$ cat config.mk
export PLATFORM = sky130hd
export DESIGN_NAME = age_tracking_entry_bank
export DESIGN_NICKNAME = d
export VERILOG_FILES = /design/src/rtl/age_tracking_entry_bank.sv
export SDC_FILE = /design/constraint.sdc
export NUM_CORES = 1
export LEC_CHECK = 0
export CORE_ASPECT_RATIO = 1.25
export CORE_UTILIZATION = 50
export CTS_BUF_LIST = sky130_fd_sc_hd__clkbuf_8
export CTS_CLUSTER_DIAMETER = 60
export DETAILED_ROUTE_END_ITERATION = 7
export PLACE_DENSITY = 0.87
export SYNTH_ARGS = -nofsm -noshare
export SYNTH_HDL_FRONTEND = slang
export SYNTH_SLANG_ARGS = --single-unit
export TNS_END_PERCENT = 20
$ cat constraint.sdc
create_clock -name clk_in -period 3.7 [get_ports clk_in]
set_clock_uncertainty 0.2 [all_clocks]
set_input_delay 0.74 -clock clk_in [delete_from_list [all_inputs] [get_ports clk_in]]
set_output_delay 0.74 -clock clk_in [all_outputs]
set_load 0.02 [all_outputs]
$ cat src/rtl/age_tracking_entry_bank.sv
// ---------------------------------------------------------------------------
// age_tracking_entry_bank
//
// Owner side of an oldest-ready select interface. The bank tracks which
// entries are valid and gives each valid entry a saturating age counter. It
// allocates the lowest free slot and frees the slot that the downstream
// consumer issues. It presents per-entry condition bits and packed ages to
// the selector.
//
// Ports:
//   clk_in          clock, all state updates on the rising edge
//   reset_in        synchronous active-high reset
//   age_tick_in     ages every valid, non-issued entry by one
//   alloc_valid_in  allocation request
//   alloc_ready_out bank not full
//   alloc_ptr_out   lowest free entry (0 when full)
//   ready_mask_in   per-entry external readiness
//   issue_valid_in  consumer frees issue_ptr_in this cycle
//   issue_ptr_in    pointer returned by the selector
//   condition_out   valid & ready_mask_in
//   elements_out    packed ages, entry i at [(i+1)*W-1 : i*W]
//   any_ready_out   OR of condition_out
//   occupancy_out   number of valid entries
//   full_out        occupancy == NUM_ELEMENTS
//   empty_out       occupancy == 0
//   issue_error_out one-cycle pulse after an illegal issue
// ---------------------------------------------------------------------------
module age_tracking_entry_bank #(
    parameter int NUM_ELEMENTS                 = 8,
    parameter int ELEMENT_PTR_SIZE_IN_BITS     = 3,
    parameter int SINGLE_ELEMENT_WIDTH_IN_BITS = 3
) (
    input  logic                                                  clk_in,
    input  logic                                                  reset_in,
    input  logic                                                  age_tick_in,
    input  logic                                                  alloc_valid_in,
    output logic                                                  alloc_ready_out,
    output logic [ELEMENT_PTR_SIZE_IN_BITS-1:0]                   alloc_ptr_out,
    input  logic [NUM_ELEMENTS-1:0]                               ready_mask_in,
    input  logic                                                  issue_valid_in,
    input  logic [ELEMENT_PTR_SIZE_IN_BITS-1:0]                   issue_ptr_in,
    output logic [NUM_ELEMENTS-1:0]                               condition_out,
    output logic [SINGLE_ELEMENT_WIDTH_IN_BITS*NUM_ELEMENTS-1:0]  elements_out,
    output logic                                                  any_ready_out,
    output logic [ELEMENT_PTR_SIZE_IN_BITS:0]                     occupancy_out,
    output logic                                                  full_out,
    output logic                                                  empty_out,
    output logic                                                  issue_error_out
);

    localparam int N = NUM_ELEMENTS;
    localparam int P = ELEMENT_PTR_SIZE_IN_BITS;
    localparam int W = SINGLE_ELEMENT_WIDTH_IN_BITS;

    localparam logic [P:0]   FULL_COUNT = (P+1)'(N);
    localparam logic [W-1:0] AGE_MAX    = {W{1'b1}};
    // New entries start at 1 so that they always rank above the zero the
    // selector substitutes for entries without their condition bit.
    localparam logic [W-1:0] AGE_ONE    = W'(1);

    // Saturating increment of an age counter.
    function automatic logic [W-1:0] sat_inc(input logic [W-1:0] age);
        logic [W-1:0] result;
        if (age == AGE_MAX) begin
            result = age;
        end else begin
            result = age + W'(1);
        end
        return result;
    endfunction

    logic [N-1:0]   valid_r;
    logic [W-1:0]   age_r [N];
    logic [P:0]     occ_r;
    logic           issue_error_r;

    logic [N-1:0]   valid_nxt_s;
    logic [W-1:0]   age_nxt_s [N];
    logic [P:0]     occ_nxt_s;
    logic [P-1:0]   alloc_ptr_s;
    logic           full_s;
    logic           alloc_fire_s;
    logic           issue_legal_s;
    logic [N-1:0]   condition_s;

    assign full_s        = (occ_r == FULL_COUNT);
    // No bypass: a same-cycle issue does not make room for an allocation.
    assign alloc_fire_s  = alloc_valid_in & ~full_s;
    assign issue_legal_s = issue_valid_in & (int'(issue_ptr_in) < N) & valid_r[issue_ptr_in];
    assign condition_s   = valid_r & ready_mask_in;

    // Lowest-index free slot; scanning downward lets the lowest index win.
    always_comb begin
        alloc_ptr_s = '0;
        for (int i = N - 1; i >= 0; i--) begin
            alloc_ptr_s = valid_r[i] ? alloc_ptr_s : P'(i);
        end
    end

    // Per-entry next valid/age. Alloc and legal issue never hit the same
    // slot because the alloc slot is free and the issued slot is valid.
    always_comb begin
        valid_nxt_s = valid_r;
        for (int i = 0; i < N; i++) begin
            age_nxt_s[i] = age_r[i];
            if (alloc_fire_s && (alloc_ptr_s == P'(i))) begin
                valid_nxt_s[i] = 1'b1;
                age_nxt_s[i]   = AGE_ONE;
            end else if (issue_legal_s && (issue_ptr_in == P'(i))) begin
                valid_nxt_s[i] = 1'b0;
                age_nxt_s[i]   = '0;
            end else if (age_tick_in && valid_r[i]) begin
                age_nxt_s[i]   = sat_inc(age_r[i]);
            end else begin
                age_nxt_s[i]   = age_r[i];
            end
        end
    end

    // Occupancy moves only when exactly one of alloc / legal issue happens.
    always_comb begin
        case ({alloc_fire_s, issue_legal_s})
            2'b10:   occ_nxt_s = occ_r + (P+1)'(1);
            2'b01:   occ_nxt_s = occ_r - (P+1)'(1);
            default: occ_nxt_s = occ_r;
        endcase
    end

    // State registers with synchronous reset overriding every request.
    always_ff @(posedge clk_in) begin
        if (reset_in) begin
            valid_r       <= '0;
            age_r         <= '{default: '0};
            occ_r         <= '0;
            issue_error_r <= 1'b0;
        end else begin
            valid_r       <= valid_nxt_s;
            age_r         <= age_nxt_s;
            occ_r         <= occ_nxt_s;
            issue_error_r <= issue_valid_in & ~issue_legal_s;
        end
    end

    // Pack the ages for the selector.
    always_comb begin
        elements_out = '0;
        for (int i = 0; i < N; i++) begin
            elements_out[i*W +: W] = age_r[i];
        end
    end

    assign alloc_ready_out = ~full_s;
    assign alloc_ptr_out   = alloc_ptr_s;
    assign condition_out   = condition_s;
    assign any_ready_out   = |condition_s;
    assign occupancy_out   = occ_r;
    assign full_out        = full_s;
    assign empty_out       = (occ_r == (P+1)'(0));
    assign issue_error_out = issue_error_r;

endmodule

==> results.py <==
metrics = {
    "place": {
        "gp_congestion": 0.793,
        "port_buffers": 59,
        "dp_hpwl_um": 3890,
        "post_dp_cell_area_um2": 2780,
    },
    "critical_path": {
        "crit_type": "input pin to output pin",
        "worstPathArrival_ns": 2.60,
        "cpMaxStageDelayCell": "or4_1",
        "critical_path.max_stage_delay_ns": 0.49,
        "startpoint_type": "input pin",
        "path_cells": "clkdlybuf4s50_1, and2_4, or4_1, or4_1, dlygate4sd2_1",
        "cp-end-kind": "output pin",
        "cp_common_cell": "or4_1",
        "worst-endpoint-required_ns": 2.76,
        "cp_max_fo": 2,
    },
    "pwr": {
        "p_seq_share_pct": 50.1,
        "ir_worst_vdd_uv": 256,
        "clkPwrFrac_pct": 33.0,
        "internal-power_mw": 0.624,
        "leakagePower_nw": 1.28,
        "power.total_mw": 0.846,
        "p_per_area_nw_per_um2": 295,
        "p_sw_share_pct": 26.2,
        "p_switching_mw": 0.221,
        "power_frac_comb_pct": 16.9,
    },
    "floorplanning": {
        "row_count": 26,
        "ios": 60,
        "dieArea_um2": 4550,
        "die_y_um": 75.2,
        "core_area_um2": 4100,
        "chipWidth_um": 60.5,
        "initial_core_util_pct": 52.2,
    },
    "synthesis": {
        "synthMostInstantiatedCell": "dfxtp_1",
        "synth_top_area_share_pct": 34.6,
        "syn_nets": 268,
        "synth_edf_count": 0,
        "ys_async_sr_fraction_pct": 0,
        "ys_top_cells_by_count": "dfxtp_1, ha_1, mux2i_1, nor2_1, nand2_1",
        "synth-seq-cells": 37,
        "synth_cell_types": 48,
        "synth_cells": 232,
        "yosysWarnings": 0,
        "seq_area_frac_synth_pct": 34.6,
        "synth_ff_type": "dfxtp_1",
        "syn_avg_cell_area_um2": 9.23,
        "synth_top_area_cell": "dfxtp_1",
        "synth_area_um2": 2140,
        "synth_area_leaders": "dfxtp_1, ha_1, mux2i_1",
    },
    "final_layout": {
        "diodes": 0,
        "fin_area_um2": 2860,
        "area.growth.synth_to_final_pct": 33.7,
        "drive_above_1_share_pct": 6.53,
        "fin_nets": 327,
        "fin_util_pct": 69.8,
    },
    "sta": {
        "setup_viol": 0,
        "rsz0062_at_grt": "false",
        "timing.setup.tns_ns": 0,
        "relSlewSlack_pct": 54.5,
        "worst_pin_slew_ns": 0.680,
        "finalCriticalPeriod_ns": 3.54,
        "max_freq_ghz": 0.283,
        "slew_violations": 0,
        "hold_viol_final": 0,
        "fin_crit_sh_pct": 95.7,
    },
    "status": {
        "status": "complete, no violations",
    },
    "clock_network": {
        "cts_setup_buffers": 0,
        "htree_levels": 2,
        "clk_pin_slew_worst_paths_ns": 0.07,
        "cts_tree": "done",
        "cts_sinks": 37,
        "numCtsBuffers": 5,
        "clk_path_buf_depth": 2,
        "clk_latency_ns": 0.29,
        "cts_root_buf": "clkbuf_8",
    },
    "global_route": {
        "grt_max_degree": 20,
        "grt_use_total_pct": 23.5,
        "globalRouteOverflowTotal": 0,
        "grt_pass1_wl_um": 7930,
        "grt_pass1_vias": 1798,
        "grt_antenna_before_repair": 0,
    },
    "routing": {
        "drt_wl_total_um": 5020,
        "firstDrtPassIters": 5,
        "drt_iter0_drc": 80,
        "ant_nets": 0,
        "drt-vias-per-instance": 5.70,
        "wl_per_cell_um": 14.5,
        "vias": 1977,
        "drc": 0,
    },
    "flow_run": {
        "max_cap_viol_count": 0,
    },
    "min_path": {
        "hold_class": "flop to flop",
    },
}
## flip-flops by register name, indices dropped and copies added (netlist names)
register,count
occupancy_out,4
valid_r,8
issue_error_out,1
elements_out,24
## worst max-delay path, delay by kind of cell
kind | cells | cell delay [ns]
simple gates | 3 | 1.12
buf+inv | 2 | 0.74
## layer usage
layer  share of wire, %  routed length (um)  GRT usage [%]
met1                 41                2040           27.6
met4                1.9                  94           8.84
met3                7.1                 354           5.15
met2                 50                2530           41.3
met5                  0                   0              0
## placed cells by master (no fill, tap or decap), types with 2 or more instances in the layout
master,instances
nand3b_1,8
or2_1,2
clkbuf_8,6
inv_1,9
and3b_1,2
xnor2_1,7
nand3_1,10
a31oi_1,5
mux2i_1,17
clkdlybuf4s50_1,57
dfxtp_1,37
nand2_1,13
nor3_1,7
and2_1,7
buf_4,3
a22o_1,4
mux4_2,2
and3_1,3
nand4_1,3
nor2_1,17
a21oi_1,9
ha_1,19
o21ai_1,11
a21o_1,2
xor2_1,3
and2_4,2
or4_1,4
## through the flow
| step | worst slack [ns] | hold WS, ns | cells |
|---|---|---|---|
| floorplan | 0.641 | 0.296 | 232 |
| global placement | -0.0519 | 0.312 | 340 |
| detailed placement | -0.163 | 0.318 | 340 |
| CTS | 0.131 | 0.329 | 347 |
| global route | 0.0831 | 0.355 | 347 |
| finish | 0.161 | 0.328 | 347 |
## repair_timing
item                                   4_1_cts  5_1_grt
hold buffers                                 0        0
endpoints found under the hold margin        0        0
gates resized for setup                      1        1
setup endpoints to repair                    1        1
## layout make-up
cell class / instances / area (um^2)
inverter: 9 / 33.8
fill: 320 / 1240
multi-input combinational: 176 / 1320
clock buffer: 6 / 82.6
sequential: 37 / 741
clock inverter: 1 / 3.75
tap: 56 / 70.1
timing repair buffer: 62 / 614
## power groups by stage
stage | combinational (mW) | sequential, mW | clock, mW
detailed placement | 0.144 | 0.432 | 0
floorplan | 0.0723 | 0.437 | 0
CTS | 0.144 | 0.424 | 0.284
global route | 0.153 | 0.426 | 0.301
global placement | 0.140 | 0.432 | 0
finish | 0.143 | 0.423 | 0.279
## worst paths after layout
check / from / to / slack (ns) / cells after the start
min reg2reg: occupancy_out[3] / occupancy_out[3] / 0.33 / 2
max reg2reg: occupancy_out[0] / occupancy_out[3] / 0.73 / 8
min: occupancy_out[3] / occupancy_out[3] / 0.33 / 2
max: ready_mask_in[3] / any_ready_out / 0.16 / 5
## logic make-up after synthesis
| kind of cell | Yosys count | synth area share [%] |
|---|---|---|
| mux | 19 | 10.1 |
| buf+inv | 19 | 3.86 |
| flops | 37 | 34.6 |
| compound gates | 39 | 11.9 |
| xor+xnor | 10 | 4.09 |
| fa+ha+maj | 20 | 12.0 |
| simple gates | 88 | 23.4 |
No activity file was read; power rests on OpenSTA's default activity.
